===== config.mk =====
export PLATFORM = sky130hd
export DESIGN_NAME = video_frame_arbiter
export DESIGN_NICKNAME = d
export VERILOG_FILES = /design/src/rtl/video_frame_arbiter.sv
export SDC_FILE = /design/constraint.sdc
export NUM_CORES = 1
export LEC_CHECK = 0
export CAP_MARGIN = 20
export CORE_UTILIZATION = 40
export DETAILED_ROUTE_END_ITERATION = 6
export PLACE_DENSITY = 0.69
export SYNTH_ARGS = -nofsm -noshare
export SYNTH_HDL_FRONTEND = slang
export SYNTH_SLANG_ARGS = --single-unit

===== constraint.sdc =====
create_clock -name pixel_clk -period 2.7 [get_ports pixel_clk]
set_input_delay 0.81 -clock pixel_clk [delete_from_list [all_inputs] [get_ports pixel_clk]]
set_output_delay 0.81 -clock pixel_clk [all_outputs]
set_load 0.01 [all_outputs]

===== src/rtl/video_frame_arbiter.sv =====
// video_frame_arbiter: frame-level arbiter of two AXI-stream video sources.
// Optional dropped-frame counter: VIDEO_FRAME_ARBITER_DROP_CNT_EN.
module video_frame_arbiter #(
  parameter int DATA_WIDTH = 8,
  parameter int IMG_WIDTH  = 640,
  parameter int IMG_HEIGHT = 480
) (
  input  logic                  pixel_clk,
  input  logic                  pixel_rst_n,
  input  logic [1:0]            cfg_mode,
  input  logic [DATA_WIDTH-1:0] s0_axis_tdata,
  input  logic                  s0_axis_tlast,
  input  logic                  s0_axis_tuser,
  input  logic                  s0_axis_tvalid,
  input  logic [DATA_WIDTH-1:0] s1_axis_tdata,
  input  logic                  s1_axis_tlast,
  input  logic                  s1_axis_tuser,
  input  logic                  s1_axis_tvalid,
  output logic [DATA_WIDTH-1:0] m_axis_tdata,
  output logic                  m_axis_tlast,
  output logic                  m_axis_tuser,
  output logic                  m_axis_tvalid,
  output logic                  active_src,
  output logic                  busy,
  output logic                  err_line,
  output logic                  err_frame,
  output logic [15:0]           drop_cnt
);

  typedef enum logic {IDLE, STREAM} state_t;

  localparam logic [11:0] PIX_LAST  = 12'(IMG_WIDTH - 1);
  localparam logic [11:0] LINE_LAST = 12'(IMG_HEIGHT - 1);

  state_t state_q, state_d;
  logic   gnt_q, gnt_d;
  logic   last_src_q, last_src_d;
  logic [11:0] pix_q, pix_d;
  logic [11:0] line_q, line_d;

  logic [DATA_WIDTH-1:0] m_data_q;
  logic m_last_q, m_user_q, m_valid_q;
  logic act_q, busy_q;
  logic err_line_q, err_line_d;
  logic err_frame_q, err_frame_d;

  logic sof0, sof1, e0, e1;
  logic pick, grant, sel, take;
  logic sel_v, sel_u, sel_l, sel_sof;
  logic [DATA_WIDTH-1:0] sel_d;
  logic [11:0] base_pix, base_line;

  assign sof0 = s0_axis_tvalid & s0_axis_tuser;
  assign sof1 = s1_axis_tvalid & s1_axis_tuser;
  assign e0   = sof0 & (cfg_mode != 2'd1);
  assign e1   = sof1 & (cfg_mode != 2'd0);
  assign grant = e0 | e1;

  // Choose which eligible SOF wins an IDLE decision
  always_comb begin
    pick = 1'b0;
    priority case (1'b1)
      e0 & e1: pick = (cfg_mode == 2'd2) ? ~last_src_q : 1'b0;
      e0:      pick = 1'b0;
      e1:      pick = 1'b1;
      default: pick = 1'b0;
    endcase
  end

  assign sel     = (state_q == IDLE) ? pick : gnt_q;
  assign sel_v   = sel ? s1_axis_tvalid : s0_axis_tvalid;
  assign sel_u   = sel ? s1_axis_tuser  : s0_axis_tuser;
  assign sel_l   = sel ? s1_axis_tlast  : s0_axis_tlast;
  assign sel_d   = sel ? s1_axis_tdata  : s0_axis_tdata;
  assign sel_sof = sel_v & sel_u;

  assign base_pix  = sel_sof ? 12'd0 : pix_q;
  assign base_line = sel_sof ? 12'd0 : line_q;

  // Grant decision, line/frame counting and error detection
  always_comb begin
    state_d     = state_q;
    gnt_d       = gnt_q;
    last_src_d  = last_src_q;
    pix_d       = pix_q;
    line_d      = line_q;
    take        = 1'b0;
    err_line_d  = 1'b0;
    err_frame_d = 1'b0;
    unique case (state_q)
      IDLE: begin
        if (grant) begin
          take    = 1'b1;
          gnt_d   = pick;
          state_d = STREAM;
        end
      end
      STREAM: begin
        take        = sel_v;
        err_frame_d = sel_sof & ((pix_q != 12'd0) | (line_q != 12'd0));
      end
      default: state_d = IDLE;
    endcase
    if (take) begin
      if (sel_l) begin
        err_line_d = (base_pix != PIX_LAST);
        pix_d      = 12'd0;
        if (base_line == LINE_LAST) begin
          line_d     = 12'd0;
          state_d    = IDLE;
          last_src_d = sel;
        end else begin
          line_d = base_line + 12'd1;
        end
      end else begin
        pix_d  = base_pix + 12'd1;
        line_d = base_line;
      end
    end
  end

  // Arbiter state and counters
  always_ff @(posedge pixel_clk or negedge pixel_rst_n) begin
    if (!pixel_rst_n) begin
      state_q    <= IDLE;
      gnt_q      <= 1'b0;
      last_src_q <= 1'b1;
      pix_q      <= 12'd0;
      line_q     <= 12'd0;
    end else begin
      state_q    <= state_d;
      gnt_q      <= gnt_d;
      last_src_q <= last_src_d;
      pix_q      <= pix_d;
      line_q     <= line_d;
    end
  end

  // Output register stage; status aligned with the forwarded beat
  always_ff @(posedge pixel_clk or negedge pixel_rst_n) begin
    if (!pixel_rst_n) begin
      m_data_q    <= '0;
      m_last_q    <= 1'b0;
      m_user_q    <= 1'b0;
      m_valid_q   <= 1'b0;
      act_q       <= 1'b0;
      busy_q      <= 1'b0;
      err_line_q  <= 1'b0;
      err_frame_q <= 1'b0;
    end else begin
      m_data_q    <= take ? sel_d : '0;
      m_last_q    <= take & sel_l;
      m_user_q    <= take & sel_u;
      m_valid_q   <= take;
      busy_q      <= (state_q == STREAM) | grant;
      err_line_q  <= err_line_d;
      err_frame_q <= err_frame_d;
      if ((state_q == IDLE) && grant) begin
        act_q <= pick;
      end
    end
  end

  assign m_axis_tdata  = m_data_q;
  assign m_axis_tlast  = m_last_q;
  assign m_axis_tuser  = m_user_q;
  assign m_axis_tvalid = m_valid_q;
  assign active_src    = act_q;
  assign busy          = busy_q;
  assign err_line      = err_line_q;
  assign err_frame     = err_frame_q;

`ifdef VIDEO_FRAME_ARBITER_DROP_CNT_EN
  logic [15:0] drop_q, drop_d;
  logic        drop0, drop1;
  logic [16:0] drop_sum;

  assign drop0    = sof0 & ~(take & ~sel);
  assign drop1    = sof1 & ~(take & sel);
  assign drop_sum = {1'b0, drop_q} + {16'd0, drop0} + {16'd0, drop1};
  assign drop_d   = drop_sum[16] ? 16'hFFFF : drop_sum[15:0];

  // Saturating count of SOFs that lost arbitration
  always_ff @(posedge pixel_clk or negedge pixel_rst_n) begin
    if (!pixel_rst_n) begin
      drop_q <= 16'h0000;
    end else begin
      drop_q <= drop_d;
    end
  end

  assign drop_cnt = drop_q;
`else
  assign drop_cnt = 16'h0000;
`endif

endmodule


### After elaboration in Yosys (flattened, before gate mapping)

Cells that the tools add are included.

* output and inout bits: 31
* bits in read-only memories: 0
* bits in latches: 0
* register bits after elaboration: 42
* memories: 0
* input port bits: 26
* RAM bits: 0
* logic and storage cells: 63

* order comparisons: 0
* reduce and logical (&&, ||, !) cells: 6
* multipliers: 0
* bitwise logic cells: 14
* div/mod/pow operators: 0
* mux-type cells: 24
* add/subtract/negate cells: 2
* eq/ne operators: 4
* shift-type cells: 0

Operators with widths (number)
* $mux W12: 5
* $add A12 B1 Y12 const B: 2
* $reduce_bool A12 Y1: 2
* $mux W1: 16
* $mux W8: 2
* $eq A12 B9 Y1 const B: 1
* $ne A12 B10 Y1 const B: 1
* $and A1 B1 Y1: 9
* $or A1 B1 Y1: 3
* $reduce_and A3 Y1: 1
* $eq A2 B2 Y1 const B: 1
* $ne A2 B1 Y1 const B: 1
* $not A1 Y1: 2
* $pmux W1 S2: 1
* $reduce_and A2 Y1: 1
* $reduce_bool A2 Y1: 1
* $logic_and A1 B1 Y1: 1

### Depth between registers and ports, before layout

Gate-level depths: netlist of the first run.

* depth after elaboration: 13
* mapped depth: 12
* mapped depth without buffers: 11

### Least setup slack after synthesis of the first run

Ideal clock, no wire load.

* path kind: input to register
* from: input cfg_mode[1]
* to: register line_q[11]
* library setup time: 0.126 ns
* path buffers: 1
* arrival: 2.954 ns
* setup slack: -0.381 ns
* data required time: 2.574 ns
* stages: 11
* cell sequence: nor3b_1 -> a211oi_2 -> o21a_1 -> clkbuf_1 -> and2_1 -> ha_1 -> and4_1 -> nand3_1 -> a21oi_1 -> nor4_1 -> a311o_1

* longest elaborated chain between the ends: 12
* elaborated cells on any way between the ends: 23
* those cells by class: 1 x add/sub; 3 x eq/ne; 13 x mux; 5 x bitwise; 1 x reduce/logical

Ends and longest elaborated chain
* start: declaration: line 10 `input logic [1:0] cfg_mode,`
* $reduce_bool A2 Y1: line 56 `assign e1 = sof1 & (cfg_mode != 2'd0);`
* $and A1 B1 Y1: line 56
* $mux W1 (3 in a row): line 62 `priority case (1'b1)`
* $mux W1: line 70 `assign sel = (state_q == IDLE) ? pick : gnt_q;`
* $mux W1, on equally long branches: line 71, 72
* $and A1 B1 Y1: line 75 `assign sel_sof = sel_v & sel_u;`
* $mux W12: line 78 `assign base_line = sel_sof ? 12'd0 : line_q;`
* $add A12 B1 Y12 / $eq A12 B9 Y1 (equally long branches): line 113, 108
* $mux W12: line 108 `if (base_line == LINE_LAST) begin`
* $mux W12: line 105 `if (sel_l) begin`
* end signal: assignment: line 135 `line_q <= line_d;`
* end: declaration: line 39 `logic [11:0] line_q, line_d;`

Parallel ways exist; a longest one is shown, timed or not.
A chain may end at the register's enable or synchronous reset.

### Worst setup path in the final report of the first run

* from: input cfg_mode[0]
* to: register pix_q[10]

* longest elaborated chain between the ends: 11
* elaborated cells on any way between the ends: 21
* those cells by class: 1 x add/sub; 2 x eq/ne; 12 x mux; 5 x bitwise; 1 x reduce/logical

Ends and longest elaborated chain
* $reduce_bool A2 Y1: line 56
* $and A1 B1 Y1: line 56
* $mux W1 (3 in a row): line 62
* $mux W1: line 70
* $mux W1, on equally long branches: line 71, 72
* $and A1 B1 Y1: line 75
* $mux W12: line 77 `assign base_pix = sel_sof ? 12'd0 : pix_q;`
* $add A12 B1 Y12: line 116 `pix_d = base_pix + 12'd1;`
* $mux W12: line 105
* end signal: assignment: line 134 `pix_q <= pix_d;`
* end: declaration: line 38 `logic [11:0] pix_q, pix_d;`

Parallel ways exist; a longest one is shown, timed or not.

==> results of run 1 <==
[synthesized netlist by cell type, types with 2 or more instances]
cell type | number | share of area
buf_2 | 3 | 0.0063
and3_1 | 12 | 0.032
dfrtp_1 | 40 | 0.42
mux2i_2 | 2 | 0.012
o311ai_1 | 2 | 0.0074
and2_1 | 6 | 0.016
o211ai_1 | 3 | 0.0095
a22oi_1 | 3 | 0.0095
a31oi_1 | 2 | 0.0053
o41ai_1 | 2 | 0.0074
a211oi_1 | 3 | 0.0095
nor2_1 | 15 | 0.024
nand3_1 | 7 | 0.015
mux2i_1 | 8 | 0.034
mux2_2 | 2 | 0.0095
nand2b_1 | 8 | 0.021
nor3b_1 | 2 | 0.0063
clkbuf_1 | 5 | 0.0079
buf_4 | 16 | 0.051
a21oi_1 | 6 | 0.013
o31ai_1 | 5 | 0.016
o21ai_1 | 12 | 0.025
nor4_1 | 8 | 0.021
inv_1 | 4 | 0.0063
o21ai_0 | 11 | 0.023
ha_1 | 2 | 0.011
nand2_1 | 32 | 0.051
nand4_1 | 4 | 0.011
[through the flow]
stage	power (W)	hold WS, ps	instance area [um2]	utilization
detailed placement	0.000974	484	3150	0.562
floorplan	0.000848	451	2530	-
finish	0.00144	427	3270	0.583
CTS	0.00145	438	3280	0.584
global route	0.00152	452	3270	0.583
global placement	0.000970	485	3150	0.562
[layout make-up]
class                           instances  area, um2  share of cell area
Clock inverter                          2       35.0              0.0107
Clock buffer                            5       68.8              0.0211
Sequential cell                        41       1030               0.314
Inverter                                5       18.8             0.00574
Multi-Input combinational cell        199       1340               0.411
Timing Repair Buffer                   81        686               0.210
Tap cell                               72       90.1              0.0276
[flip-flops by register name, indices dropped and copies added (netlist names)]
signal and count:
last_src_q 1, m_axis_tuser 1, pix_q 12, m_axis_tdata 8, err_line 1, state_q 1, line_q 12, err_frame 1
busy 1, m_axis_tvalid 1, m_axis_tlast 1, gnt_q 1
[what timing repair did]
| item | in CTS | in global routing |
|---|---|---|
| buffers inserted | 1 | 0 |
| pin swaps | 4 | 4 |
| gates resized for setup | 13 | 14 |
| setup endpoints to repair | 20 | 8 |
[metal layers]
metal	wire (um)	up-vias	GRT usage
li1	-	1061	-
met1	2600	1025	0.258
met2	2720	67	0.338
met3	260	15	0.0391
met4	150	0	0.102
met5	0	-	0
[power breakdown]
part	internal [W]	total (W)	leakage, nW	switching (W)
Sequential	0.000647	0.000687	0.524	0.0000396
Clock	0.000269	0.000476	0.0540	0.000208
Combinational	0.000145	0.000280	0.898	0.000134
[critical path, cell delays in order]
cell     delay, ps
buf_2          160
nor2_4          40
or3_4          360
o21a_4         230
and2_4         170
ha_4           150
and3_4         170
and3_4         180
and3_4         190
a31oi_1        150
o21ai_1         90
o31ai_1         60
[final timing paths]
path | start | endpoint | slack (ps) | cells after the start
setup / recovery | cfg_mode[0] | pix_q[10]$_DFFE_PN0P_ | 130 | 12
hold / removal | pixel_rst_n | line_q[11]$_DFFE_PN0P_ | 430 | 1
setup reg to reg | state_q$_DFF_PN0_ | pix_q[10]$_DFFE_PN0P_ | 340 | 11
hold reg to reg | pix_q[11]$_DFFE_PN0P_ | pix_q[11]$_DFFE_PN0P_ | 490 | 1
max in group asynchronous | pixel_rst_n | pix_q[5]$_DFFE_PN0P_ | 1610 | 2
min in group pixel_clk | pix_q[11]$_DFFE_PN0P_ | pix_q[11]$_DFFE_PN0P_ | 490 | 1
[cell families after synthesis]
group	count (synthesis)	synth area share
xor+xnor	1	0.00368
other cells	1	0.00158
mux	14	0.0658
compound gates	65	0.191
buf+inv	30	0.0774
simple gates	101	0.218
fa+ha+maj	2	0.0105
flops	41	0.432
==> out/results.tsv, run 1 <==
stage	metric	value	unit
finish	Final Non-Filler Cells	405	
finish	count of fill cells added during filler insertion	527	
grt	pin count of the biggest net entering global routing	25	
synth	part of the Yosys area used for sequential elements	0.432	
pwr	VDD IR-drop max	0.000324	V
floorplanning	die area	0.00626	mm2
setup_path	Setup crit end kind	flip-flop	
synth	post-synthesis cell count	255	
setup_path	largest fanout on the critical path	6	
grt	total track usage	0.206	
routing	per-cell via count in the routed design	5.35	
grt	overflow left after global routing	0	
status	outcome	completed	
floorplanning	width of the die	79.1	um
timing	crit path setup slack, layout	131	ps
clock_network	cell at the root of the clock tree	clkbuf_8	
clock_network	Max Buffers Root-to-Sink	2	
setup_path	arrival time reported for the critical path endpoint	2780	ps
setup_path	worst endpoint required time	2910	ps
synth	top_reg_cell synth	dfrtp_1	
timing	number of endpoints with negative hold slack in the final report	0	
synth	number of distinct standard cells referenced by the synthesized netlist	58	
routing	final wirelength	5720	um
routing	number of vias after detailed routing	2168	
synth	netlist area before placement	0.00238	mm2
timing	final clock period utilization by the worst path	0.951	
finish	layout cell share with drive strength beyond 1	0.267	
timing	clock skew	13.0	ps
grt	wire length of the first global-routing pass	10000	um
clock_network	cts hold-fix bufs	0	
setup_path	crit path launch type	input port	
clock_network	clock latency reported for the late side of the worst-skew pair	300	ps
synth	register bit count reported by yosys	41	
floorplanning	standard-cell rows	27	
timing	Final setup violation count	0	
pwr	leakage	1.48	nW
synth	number of enable-type register cells in the synthesized netlist	0	
grt	vias in the first global route	2192	
floorplanning	total I/O pin count	57	
routing	average wire per standard cell	14.1	um
timing	slew of the pin with the lowest slew margin	635	ps
placement	number of input and output port buffers inserted	40	
timing	worst rel slew slack	0.573	
placement	pre-CTS setup slack	-702	ps
timing	RSZ-0062 raised after global routing	false	
pwr	Pwr per Cell Area	442	mW/mm2
clock_network	CTS tree	built	
synth	share of flip-flops with an asynchronous set or reset	1.00	
finish	Final nets	361	
finish	Area growth, synth to finish	37.4	%
timing	achievable frequency	389	MHz
floorplanning	Initial Utilization	0.424	
routing	initial detailed-routing violation count	118	
routing	detailed-routing iteration count for the pre-antenna-repair pass	4	
routing	residual antenna-violating net count after detailed routing	0	
placement	number of placed cells counting well taps	397	
timing	number of pins with negative max-slew slack in the final report	0	
placement	hpwl dp	4340	um
clock_network	CTS H-tree depth	2	
timing	TNS Setup	0	ps
clock_network	CTS sink cnt	41	
floorplanning	standard cell core area	0.00561	mm2
clock_network	post-CTS clock slew at the launch and capture registers of the worst setup and hold paths	80	ps
routing	number of DRC violations after detailed routing	0	
placement	routability congestion estimate from global placement	0.899	
finish	commonest non-fill, non-tap cells in the layout	dfrtp_1, buf_4, clkdlybuf4s50_1	
setup_path	Crit Path Category	in -> reg	
synth	Yosys warnings	0	
run	Max Cap Viol	0	
floorplanning	die height	79.1	um
finish	number of diodes	0	
worst_hold_path	Hold WC Path Type	in -> async	
clock_network	number of buffers inserted during clock tree synthesis	5	
synth	Mean Syn Cell Area	9.32	um2
timing	shortest clock period the worst path allows after layout	2570	ps
grt	initial antenna violation count	0	
Power figures use the tool's default switching activity.
==> run 2, diff against run 1 <==
--- a/config.mk
+++ b/config.mk
@@ -9,6 +9,7 @@
 export CORE_UTILIZATION = 40
 export DETAILED_ROUTE_END_ITERATION = 6
 export PLACE_DENSITY = 0.69
+export SLEW_MARGIN = 5
 export SYNTH_ARGS = -nofsm -noshare
 export SYNTH_HDL_FRONTEND = slang
 export SYNTH_SLANG_ARGS = --single-unit
==> results of run 2 <==
No change in the layout: final DEF, timing and power equal those of run 1.
